$ cat config.mk
export PLATFORM = sky130hd
export DESIGN_NAME = pc88_loader_sink
export DESIGN_NICKNAME = d
export VERILOG_FILES = /design/src/rtl/pc88_loader_sink.sv
export SDC_FILE = /design/constraint.sdc
export NUM_CORES = 1
export LEC_CHECK = 0
export CELL_PAD_IN_SITES_DETAIL_PLACEMENT = 1
export CELL_PAD_IN_SITES_GLOBAL_PLACEMENT = 2
export CORE_MARGIN = 4
export CORE_UTILIZATION = 26
export DETAILED_ROUTE_END_ITERATION = 8
export PLACE_DENSITY_LB_ADDON = 0.25
export RECOVER_POWER = 25
export REMOVE_ABC_BUFFERS = 1
export SYNTH_ARGS = -nofsm -noshare
export SYNTH_HDL_FRONTEND = slang
export SYNTH_SLANG_ARGS = --single-unit
export TNS_END_PERCENT = 5
$ cat constraint.sdc
create_clock -name clk21m -period 2.2 [get_ports clk21m]
set_clock_uncertainty 0.05 [all_clocks]
set_input_delay 0.22 -clock clk21m [delete_from_list [all_inputs] [get_ports clk21m]]
set_output_delay 0.22 -clock clk21m [all_outputs]
set_load 0.05 [all_outputs]
$ cat src/rtl/pc88_loader_sink.sv
// pc88_loader_sink: commits loader bytes to SDRAM via an arbiter write port; optional LDR_CHECKSUM_EN adds ldr_sum
module pc88_loader_sink #(
  parameter int               AW      = 19,
  parameter int               MAW     = 22,
  parameter logic [MAW-1:0]   BASE    = '0,
  parameter int               TIMEOUT = 1023
) (
  input  logic           clk21m,
  input  logic           rstn,
  input  logic [AW-1:0]  ldr_adr,
  input  logic [7:0]     ldr_wdat,
  input  logic           ldr_oe,
  input  logic           ldr_wr,
  output logic           ldr_ack,
  output logic           mem_req,
  output logic [MAW-2:0] mem_adr,
  output logic [15:0]    mem_wdat,
  output logic [1:0]     mem_be,
  input  logic           mem_ack,
  output logic           ldr_busy,
  output logic [AW:0]    ldr_count,
`ifdef LDR_CHECKSUM_EN
  output logic [15:0]    ldr_sum,
`endif
  output logic           ldr_err
);
  localparam int TW = $clog2(TIMEOUT + 1);
  typedef enum logic [1:0] {IDLE, REQ, ACKH} state_t;
  state_t         r_state, w_next;
  logic           r_oe_d;
  logic [TW-1:0]  r_tmo;
  logic [MAW-1:0] r_badr;
  logic [7:0]     r_dat;
  logic [AW:0]    r_count;
  logic           r_err;
  logic           w_rise, w_done, w_tout, w_take;
  assign w_rise = ldr_oe & ~r_oe_d;
  assign w_done = (r_state == REQ) & mem_ack;
  assign w_tout = (r_state == REQ) & ~mem_ack & (r_tmo == TW'(TIMEOUT - 1));
  assign w_take = (r_state == IDLE) & ldr_wr & ldr_oe;
  assign mem_req   = r_state == REQ;
  assign ldr_ack   = r_state == ACKH;
  assign ldr_busy  = r_state != IDLE;
  assign mem_adr   = r_badr[MAW-1:1];
  assign mem_wdat  = {r_dat, r_dat};
  assign mem_be    = mem_req ? {r_badr[0], ~r_badr[0]} : 2'b00;
  assign ldr_count = r_count;
  assign ldr_err   = r_err;
  // state register
  always_ff @(posedge clk21m or negedge rstn) begin
    if (!rstn) r_state <= IDLE;
    else       r_state <= w_next;
  end
  // next state: IDLE -> REQ (session) or straight to ACKH (no session), ACKH waits for strobe low
  always_comb begin
    w_next = r_state;
    case (r_state)
      IDLE:    if (ldr_wr) w_next = ldr_oe ? REQ : ACKH;
      REQ:     if (w_done || w_tout) w_next = ACKH;
      ACKH:    if (!ldr_wr) w_next = IDLE;
      default: w_next = IDLE;
    endcase
  end
  // write latch, timeout counter and session statistics; oe rise clears before any same-edge update
  always_ff @(posedge clk21m or negedge rstn) begin
    if (!rstn) begin
      r_oe_d  <= 1'b0;
      r_tmo   <= '0;
      r_badr  <= '0;
      r_dat   <= '0;
      r_count <= '0;
      r_err   <= 1'b0;
    end else begin
      r_oe_d  <= ldr_oe;
      r_tmo   <= (mem_req && !w_done && !w_tout) ? r_tmo + TW'(1) : '0;
      r_badr  <= w_take ? BASE + MAW'(ldr_adr) : r_badr;
      r_dat   <= w_take ? ldr_wdat : r_dat;
      r_count <= (w_rise ? '0 : r_count) + {{AW{1'b0}}, w_done};
      r_err   <= (w_rise ? 1'b0 : r_err) | w_tout;
    end
  end
`ifdef LDR_CHECKSUM_EN
  logic [15:0] r_sum;
  assign ldr_sum = r_sum;
  // running byte sum of committed writes, cleared with the count
  always_ff @(posedge clk21m or negedge rstn) begin
    if (!rstn) r_sum <= '0;
    else       r_sum <= (w_rise ? 16'h0 : r_sum) + (w_done ? {8'h0, r_dat} : 16'h0);
  end
`endif
endmodule

==> flow_summary.toml, run 1 <==
[outcome]
outcome = "finished, violations left"
violations = "negative setup slack"

[placement]
dpl_cell_area_um2 = 3910
dp_worst_setup_slack_ns = -0.361
place_congestion = 0.748
io_buffer_count = 91
dp_hpwl_mm = 5.32

[floorplan]
start_util_pct = 26.6
die_h_um = 113
dieArea_um2 = 12800
core_um2 = 10800
die_w_um = 113
fp-row-count = 38
io-pin-count = 95

[min_path]
hold_depth = 2
min_from = "ldr_adr[1]"
hold_end = "r_badr[1]"
holdCritPathClass = "input port to flop"

[sta]
setup_slack_ns = -0.0706
hold_viol = 0
rsz0062_at_grt = "yes"
setup_viol = 5
final_max_slew_viol_count = 0
period_needed_ns = 2.27
tightest_slew_ns = 1.26
fin_hold_ws_ns = 0.449
slew_headroom_pct = 15.7
period_share_pct = 103
finalSetupTns_ns = -0.186
max_freq_mhz = 440

[synthesis]
async_reset_ff_share_pct = 100
netlist_top_cells_area = "dfrtp_1 53%, mux2_2 11%, buf_4 7.6%"
synth_top_area_share_pct = 53.0
ys_seq_elements = 61
ys_top_cells_by_count = "61 x dfrtp_1, 29 x buf_4, 27 x mux2_2"
synth_top_cell_by_area = "dfrtp_1"
synth_cells = 254
yosys_warnings = 0
syn_area_um2 = 2880
avgSynthCellArea_um2 = 11.3
yosysSeqAreaShare_pct = 53.0
synth.most_common_cell = "dfrtp_1"
ys_types = 38
ys.flop_type = "dfrtp_1"
synth-edff-count = 0

[pwr]
power_mw = 5.10
p_per_area_nw_per_um2 = 1220
peakVddDrop_mv = 0.944
power.leakage_nw = 1.75

[critical_path]
worst-r2r-cell-count = 9
worstSetupPathType = "flop to flop"
r2r_slack_ns = -0.07
cp-start-kind = "flop"
cp_cell_sequence = "nand2b_4 > inv_2 > and2_4 > ha_4 > buf_6 > and4_1 > or4b_4 > or3_4 > a21oi_2"
worstPathArrival_ns = 2.48
r2r-start = "r_state[1]"
cp_slowest_cell = "or4b_4"
crit_required_ns = 2.41
crit_family = "simple AND/OR/NAND/NOR gates"
max_stage_delay_ns = 0.50
crit_buf_inv = 2
worstPathMaxFanout = 6
reg2reg_to = "ldr_count[15]"
end_kind = "flop"

[global_route]
grt_overflow = 0
use_met2_pct = 18.2
track_usage_pct = 12.1
antenna_found_initial = 0
use_met1_pct = 14.4
grt_pass1_vias = 2436
top_usage_layer = "met2"
grt_first_pass_wirelength_mm = 12.3
grtUsageMet3_pct = 6.52
grt_max_degree = 42

[clock_tree]
cts.path.max_buffers = 2
cts_tree = "built"
cts_buffers = 9
cts_sinks = 61
path_clk_slew_ns = 0.07
cts-root-buf = "clkbuf_8"
htreeDepth = 3
clk_latency_ns = 0.33

[detailed_routing]
wirelength_mm = 7.45
final_antenna_net_count = 0
drtIter0Drc = 27
dr_total_vias = 2190
wl_per_cell_um = 15.2
detail_route.first_pass.iterations = 4
vias_per_cell = 4.46
route.detailed.drc = 0

[layout]
antenna_cells = 0
drive_above_1_share_pct = 25.9
nNetsFinal = 384
area_delta_synth_final_pct = 45.1
final_area_um2 = 4180

[job]
drv_cap = 0
-- per-stage QoR --
step                utilization (%)  cells
global placement               36.1    472
global route                   38.6    491
detailed placement             36.1    472
floorplan                         -    220
finish                         38.6    491
CTS                            38.0    489
-- layout make-up --
type | count | area [um^2]
fill | 1218 | 6660
sequential | 61 | 1530
multi-input combinational | 153 | 1190
timing repair buffer | 117 | 1120
tap | 140 | 175
clock buffer | 11 | 131
inverter | 6 | 22.5
clock inverter | 3 | 15.0
-- registers in the layout, summed over array words and instances, names as in the netlist --
signal,count
ldr_count,20
ldr_err,1
r_badr,19
r_dat,8
r_oe_d,1
r_state,2
r_tmo,10
-- placed cells by master, fill, tap and decap left out, types with 2 or more instances in the layout --
| cell type | count |
|---|---|
| clkdlybuf4s50_1 | 85 |
| dfrtp_1 | 61 |
| mux2_2 | 27 |
| buf_4 | 25 |
| nor2_1 | 21 |
| nand2_1 | 14 |
| clkbuf_8 | 9 |
| xor2_1 | 8 |
| xnor2_1 | 8 |
| o21ai_0 | 7 |
| nand3_1 | 7 |
| a21oi_1 | 6 |
| inv_1 | 5 |
| and4_1 | 4 |
| or3_1 | 4 |
| a21oi_2 | 4 |
| nand2b_1 | 3 |
| nor2b_1 | 3 |
| nand4_1 | 3 |
| nor3_1 | 3 |
| conb_1 | 3 |
| clkinv_2 | 3 |
| clkbuf_1 | 3 |
| and2_1 | 2 |
| and2_4 | 2 |
| a31o_2 | 2 |
| or3_4 | 2 |
| ha_4 | 2 |
| ha_1 | 2 |
| buf_6 | 2 |
-- routing by layer --
| layer | up-vias | share of wire (%) |
|---|---|---|
| met3 | 8 | 12 |
| met2 | 77 | 45 |
| met4 | 0 | 1.3 |
| met5 | - | 0 |
| met1 | 1082 | 42 |
| li1 | 1023 | - |
-- report_power, final --
part	switching [mW]	internal [mW]	total, mW
sequential	0.170	1.41	1.58
clock	0.417	0.391	0.808
combinational	1.73	0.986	2.71
total	2.31	2.78	5.10
-- worst max-delay path by stage --
stage / from / endpoint / slack (ns) / cells after the start
after global placement: ldr_oe / ldr_count[12] / -0.33 / 11
final: r_state[1] / ldr_count[15] / -0.07 / 9
after detailed placement: ldr_oe / ldr_count[12] / -0.36 / 11
after floorplan: r_state[0] / r_dat[0] / -1.58 / 2
after CTS: r_state[1] / ldr_count[15] / -0.08 / 9
after global routing: r_state[1] / ldr_count[15] / -0.17 / 9
-- logic make-up after synthesis --
kind of cell / count (synthesis) / share of synthesized area, %
and+or+nand+nor: 80 / 15.5
DFF: 61 / 53.0
buffers and inverters: 42 / 9.42
muxes: 27 / 10.6
AOI/OAI and AO/OA: 23 / 4.78
xor gates and xnor gates: 16 / 4.86
adders and majority gates: 4 / 1.74
other: 1 / 0.130
-- worst register-to-register path, cell delays in order (launching register included) --
cell	delay, ns
dfrtp_1	0.38
nand2b_4	0.15
inv_2	0.05
and2_4	0.14
ha_4	0.15
buf_6	0.09
and4_1	0.20
or4b_4	0.50
or3_4	0.35
a21oi_2	0.14
-- timing repair --
action | in CTS | in global routing
gates resized for setup | 9 | 12
pin swaps | 6 | 4
hold buffers | 1 | 0
hold endpoints to repair | 20 | 0
buffers inserted | 2 | 2
setup endpoints to repair | 9 | 9
No activity file was read; power rests on OpenSTA's default activity.
==> run 2: changes to the inputs <==
--- a/config.mk
+++ b/config.mk
@@ -10,6 +10,7 @@
 export CORE_MARGIN = 4
 export CORE_UTILIZATION = 26
 export DETAILED_ROUTE_END_ITERATION = 8
+export HOLD_SLACK_MARGIN = 0.05
 export PLACE_DENSITY_LB_ADDON = 0.25
 export RECOVER_POWER = 25
 export REMOVE_ABC_BUFFERS = 1
==> results of run 2 <==
Final layout, timing and power as in run 1 (identical DEF).
